[config.mk]
export PLATFORM = sky130hd
export DESIGN_NAME = argmin_pipe_flat
export DESIGN_NICKNAME = d
export VERILOG_FILES = /design/src/rtl/argmin_pipe_pkg.sv /design/src/rtl/argmin_pipe_if.sv /design/src/rtl/argmin_pipe_node.sv /design/src/rtl/argmin_pipe.sv /design/src/flat_wrapper.sv
export SDC_FILE = /design/constraint.sdc
export NUM_CORES = 1
export LEC_CHECK = 0
export ABC_AREA = 1
export ABC_CLOCK_PERIOD_IN_PS = 1900
export BUFFER_PORTS_ARGS = -buffer_cell sky130_fd_sc_hd__buf_2
export CORE_MARGIN = 2
export CORE_UTILIZATION = 60
export CTS_BUF_LIST = sky130_fd_sc_hd__clkbuf_8
export DETAILED_ROUTE_END_ITERATION = 8
export MAX_ROUTING_LAYER = met4
export PLACE_DENSITY = 0.83
export SKIP_CTS_REPAIR_TIMING = 1
export SLEW_MARGIN = 20
export SYNTH_ARGS = -nofsm -noshare
export SYNTH_HDL_FRONTEND = slang
export SYNTH_HIERARCHICAL = 1
export SYNTH_SLANG_ARGS = --single-unit
[constraint.sdc]
create_clock -name clk -period 1.9 [get_ports clk]
set_clock_uncertainty 0.05 [all_clocks]
set_input_delay 0.38 -clock clk [delete_from_list [all_inputs] [get_ports clk]]
set_output_delay 0.38 -clock clk [all_outputs]
set_load 0.005 [all_outputs]
[src/rtl/argmin_pipe_pkg.sv]
// Shared SGM helpers: constant clog2 and default sizing for the argmin reduction tree.
// Pure compile-time content; no latency, no flow control.
package argmin_pipe_pkg;

  localparam int DEFAULT_WIDTH  = 8;
  localparam int DEFAULT_INPUTS = 8;

  // Ceiling log2 for elaboration-time sizing; clog2(1) is 0.
  function automatic int clog2(input int n);
    int r;
    r = 0;
    for (int v = n - 1; v > 0; v = v >> 1) begin
      r = r + 1;
    end
    return r;
  endfunction

endpackage

[src/rtl/argmin_pipe_if.sv]
// Bus bundle for argmin_pipe: packed input words with valid, registered min/argmin with valid.
// No backpressure: the producer drives one sample per cycle, the consumer must take every result.
interface argmin_pipe_if
  import argmin_pipe_pkg::*;
#(
  parameter int WIDTH  = DEFAULT_WIDTH,
  parameter int INPUTS = DEFAULT_INPUTS
);

  localparam int IDX_WIDTH = clog2(INPUTS);

  logic                    in_valid;
  logic [WIDTH*INPUTS-1:0] input_words;
  logic                    out_valid;
  logic [WIDTH-1:0]        min_value;
  logic [IDX_WIDTH-1:0]    min_index;

  modport master (
    output in_valid,
    output input_words,
    input  out_valid,
    input  min_value,
    input  min_index
  );

  modport slave (
    input  in_valid,
    input  input_words,
    output out_valid,
    output min_value,
    output min_index
  );

endinterface

[src/rtl/argmin_pipe_node.sv]
// Two-input registered compare-select; one cycle latency, no stall.
// Equal values resolve to the operand with the lower index.
module argmin_node #(
  parameter int WIDTH     = 8,
  parameter int IDX_WIDTH = 3
) (
  input  logic                 clk,
  input  logic                 rst,
  input  logic [WIDTH-1:0]     a_val,
  input  logic [IDX_WIDTH-1:0] a_idx,
  input  logic [WIDTH-1:0]     b_val,
  input  logic [IDX_WIDTH-1:0] b_idx,
  output logic [WIDTH-1:0]     min_val,
  output logic [IDX_WIDTH-1:0] min_idx
);

  logic take_b;

  // The index compare keeps the rule local, so pad leaves lose ties wherever they sit.
  always_comb begin
    take_b = (b_val < a_val) || ((b_val == a_val) && (b_idx < a_idx));
  end

  always_ff @(posedge clk) begin
    if (rst) begin
      min_val <= '0;
      min_idx <= '0;
    end else begin
      min_val <= take_b ? b_val : a_val;
      min_idx <= take_b ? b_idx : a_idx;
    end
  end

endmodule

[src/rtl/argmin_pipe.sv]
// Pipelined min/argmin over INPUTS unsigned words; latency clog2(INPUTS) cycles, one sample per cycle.
// No backpressure; the valid bit travels in a shift register beside the comparator tree.
module argmin_pipe
  import argmin_pipe_pkg::*;
#(
  parameter int WIDTH  = DEFAULT_WIDTH,
  parameter int INPUTS = DEFAULT_INPUTS
) (
  input logic         clk,
  input logic         rst,
  argmin_pipe_if.slave bus
);

  localparam int IDX_WIDTH = clog2(INPUTS);
  localparam int LEVELS    = clog2(INPUTS);
  localparam int LEAVES    = 1 << LEVELS;
  localparam int NODES     = 2 * LEAVES - 1;

  // Heap layout: node n has children 2n+1 / 2n+2, leaf j sits at LEAVES-1+j, root at 0.
  logic [WIDTH-1:0]     node_val [NODES];
  logic [IDX_WIDTH-1:0] node_idx [NODES];

  logic [LEVELS-1:0] vld_sr;

  generate
    for (genvar j = 0; j < LEAVES; j++) begin : g_leaf
      if (j < INPUTS) begin : g_real
        assign node_val[LEAVES-1+j] = bus.input_words[j*WIDTH +: WIDTH];
      end else begin : g_pad
        // All-ones with an index above every real word: never wins, even on a tie.
        assign node_val[LEAVES-1+j] = '1;
      end
      assign node_idx[LEAVES-1+j] = IDX_WIDTH'(j);
    end

    for (genvar n = 0; n < LEAVES - 1; n++) begin : g_node
      argmin_node #(
        .WIDTH     (WIDTH),
        .IDX_WIDTH (IDX_WIDTH)
      ) u_node (
        .clk     (clk),
        .rst     (rst),
        .a_val   (node_val[2*n+1]),
        .a_idx   (node_idx[2*n+1]),
        .b_val   (node_val[2*n+2]),
        .b_idx   (node_idx[2*n+2]),
        .min_val (node_val[n]),
        .min_idx (node_idx[n])
      );
    end
  endgenerate

  always_ff @(posedge clk) begin
    if (rst) begin
      vld_sr <= '0;
    end else begin
      vld_sr[0] <= bus.in_valid;
      for (int i = 1; i < LEVELS; i++) begin
        vld_sr[i] <= vld_sr[i-1];
      end
    end
  end

  assign bus.out_valid = vld_sr[LEVELS-1];
  assign bus.min_value = node_val[0];
  assign bus.min_index = node_idx[0];

endmodule

[src/flat_wrapper.sv]
// flat-port wrapper written by rule: the top's interface ports become plain ports
module argmin_pipe_flat import argmin_pipe_pkg::*;
#(
  parameter int WIDTH  = DEFAULT_WIDTH,
  parameter int INPUTS = DEFAULT_INPUTS
)
  (clk, rst, bus_in_valid, bus_input_words, bus_out_valid, bus_min_value, bus_min_index);
  argmin_pipe_if #(.WIDTH(WIDTH), .INPUTS(INPUTS)) bus_i ();
  input logic clk;
  input logic rst;
  input wire logic [$bits(bus_i.in_valid)-1:0] bus_in_valid;
  input wire logic [$bits(bus_i.input_words)-1:0] bus_input_words;
  output wire logic [$bits(bus_i.out_valid)-1:0] bus_out_valid;
  output wire logic [$bits(bus_i.min_value)-1:0] bus_min_value;
  output wire logic [$bits(bus_i.min_index)-1:0] bus_min_index;
  assign bus_i.in_valid = bus_in_valid;
  assign bus_i.input_words = bus_input_words;
  assign bus_out_valid = bus_i.out_valid;
  assign bus_min_value = bus_i.min_value;
  assign bus_min_index = bus_i.min_index;
  argmin_pipe #(.WIDTH(WIDTH), .INPUTS(INPUTS)) u_core (.clk(clk), .rst(rst), .bus(bus_i));
endmodule
==> flow_metrics.tcl <==
set metrics [dict create \
    outcome "finished clean" \
    via_per_inst 5.02 \
    finalWirelength_mm 11.2 \
    synth.area.top_cells "dfxtp_1, ha_1, nand2_1" \
    clock-sinks 80 \
    initial_core_util_pct 61.4 \
    holdWs_ns 0.189 \
    tritoncts "done" \
    critical_path.startpoint "u_core/g_node[5].u_node/min_val[7]" \
    layout-drive-gt1-share_pct 15.6 \
    finalMaxSlewViolations 0 \
    grt_usage_pct 24.8 \
    syn_inst 760 \
    async_flop_share_pct 0 \
    vias 4893 \
    insertedDiodeCount 0 \
    cp_max_fo 22 \
    finalCoreUtilization_pct 69.9 \
    num_io_pins 79 \
    die_x_um 98.2 \
    critical_path_class "reg -> reg" \
    tns_ns 0 \
    worst_slack_ns 0.159 \
    clk_pin_slew_worst_paths_ns 0.07 \
    syn_area_mm2 0.00533 \
    rr_worst_depth 10 \
    netlist.area_leader.share_pct 30.1 \
    p_leak_uw 0.00353 \
    numCtsBuffers 9 \
    rr_endpoint "u_core/g_node[2].u_node/min_val[3]" \
    timing.rr.start "u_core/g_node[5].u_node/min_val[7]" \
    period_share_pct 91.6 \
    power_density_mw_per_mm2 886 \
    hp-class "in -> reg" \
    rows 34 \
    clock_path_buffers 2 \
    ys.flop_type "dfxtp_1" \
    yosysWarnings 6 \
    root_buffer "clkbuf_8" \
    tightest_slew_ns 0.550 \
    grt_max_degree 23 \
    grt_pass1_vias 4767 \
    drtIter0Drc 198 \
    r2r_slack_ns 0.16 \
    synth-edff-count 0 \
    synth_cell_types 16 \
    worstHoldStart "bus_in_valid" \
    pre_cts_slack_ns 0.142 \
    drc 0 \
    portBuffers 78 \
    avgSynthCellArea_um2 7.01 \
    ir_worst_vdd_v 0.000427 \
    cp.required_ns 2.09 \
    area_growth_pct 13.8 \
    arrival_ns 1.93 \
    fp.dieH_um 98.2 \
    dr.pass1.iters 4 \
    hold_viol 0 \
    grt_pass1_wl_mm 19.6 \
    stdcell_count 974 \
    insertion_delay_ns 0.35 \
    cp-end-kind "flip-flop" \
    ys_seq_elements 80 \
    crit_path_start_kind "flip-flop" \
    relSlewSlack_pct 63.3 \
    final_common_cell "nand2_1" \
    place_inst 958 \
    final_cell_mix "nand2_1, inv_1, nor2_1" \
    routabilityCongestion 0.955 \
    setup_viol_count_final 0 \
    core_mm2 0.00868 \
    rsz0062_at_grt "false" \
    yosysSeqAreaShare_pct 30.1 \
    ant_nets 0 \
    fin_crit_ns 1.74 \
    die-area_mm2 0.00965 \
    maxCapViolCount 0 \
    yosysTopAreaCell "dfxtp_1" \
    antenna_found_initial 0 \
    wire_per_inst_um 11.5 \
    fin_nets 998 \
    hpwl_mm 8.89 \
    htree_num_levels 3 \
    grt_overflow 0 \
    crit_end "u_core/g_node[2].u_node/min_val[3]" \
    clock.fmax_mhz 574 \
]
-- routing by layer --
metal / track usage, % / up-vias / wire (um)
li1: - / 2586 / -
met1: 28.4 / 2173 / 4870
met2: 44.2 / 116 / 5710
met3: 4.44 / 18 / 485
met4: 7.59 / 0 / 167
met5: - / - / 0
-- how the worst min path moves through the flow --
stage	end	slack, ns	depth (start not counted)
final	u_core/vld_sr[0]	0.19	3
after detailed placement	u_core/vld_sr[1]	0.35	2
after floorplan	u_core/vld_sr[1]	0.34	2
after global routing	u_core/vld_sr[0]	0.20	3
after global placement	u_core/vld_sr[1]	0.34	2
after CTS	u_core/vld_sr[0]	0.17	3
-- power by group --
part	leakage [uW]	internal (uW)	total, uW	switching (uW)
combinational	0.00275	807	1940	1130
sequential	0.000666	1970	2080	115
clock	0.000112	768	1350	586
-- layout make-up --
class | instances | area, um2
tap | 108 | 135
clock inverter | 6 | 82.6
clock buffer | 10 | 138
sequential | 80 | 1600
multi-input combinational | 564 | 3150
inverter | 115 | 432
fill | 737 | 2610
timing repair buffer | 91 | 526
-- critical path, stage by stage, from the launching register on --
cell and delay, ns:
dfxtp_1 0.34, inv_1 0.07, ha_1 0.30, nand2_1 0.10
nor2_2 0.16, nand2_1 0.08, nand2_1 0.07, buf_4 0.23
nand3_1 0.12, nand2_1 0.07, nor2_1 0.04
-- cells by family (layout without fill, tap and decap cells) --
family	after synthesis	in the layout	synth area share, %
compound gates	112	112	11.2
fa+ha+maj	70	70	16.4
buf+inv	150	222	13.2
flops	80	80	30.1
other cells	2	36	0.141
simple gates	346	346	29.0
-- state kept, by name (all words and copies together), names as in the netlist --
name and flops:
u_core/vld_sr 3, u_core/g_node.u_node/min_idx 21, u_core/g_node.u_node/min_val 56
-- Yosys cell counts, types with 14 or more instances --
library cell / instances
nand2_1: 154
inv_1: 115
nor2_1: 101
a21oi_1: 98
dfxtp_1: 80
ha_1: 70
nand3_1: 63
buf_4: 21
nand3_2: 14
-- stage by stage --
step	total power, uW	area [um2]
floorplan	3530	5460
global placement	3910	5840
detailed placement	4020	5840
CTS	5390	6060
global route	5790	6060
finish	5380	6060
(Power assumes the default switching activity.)
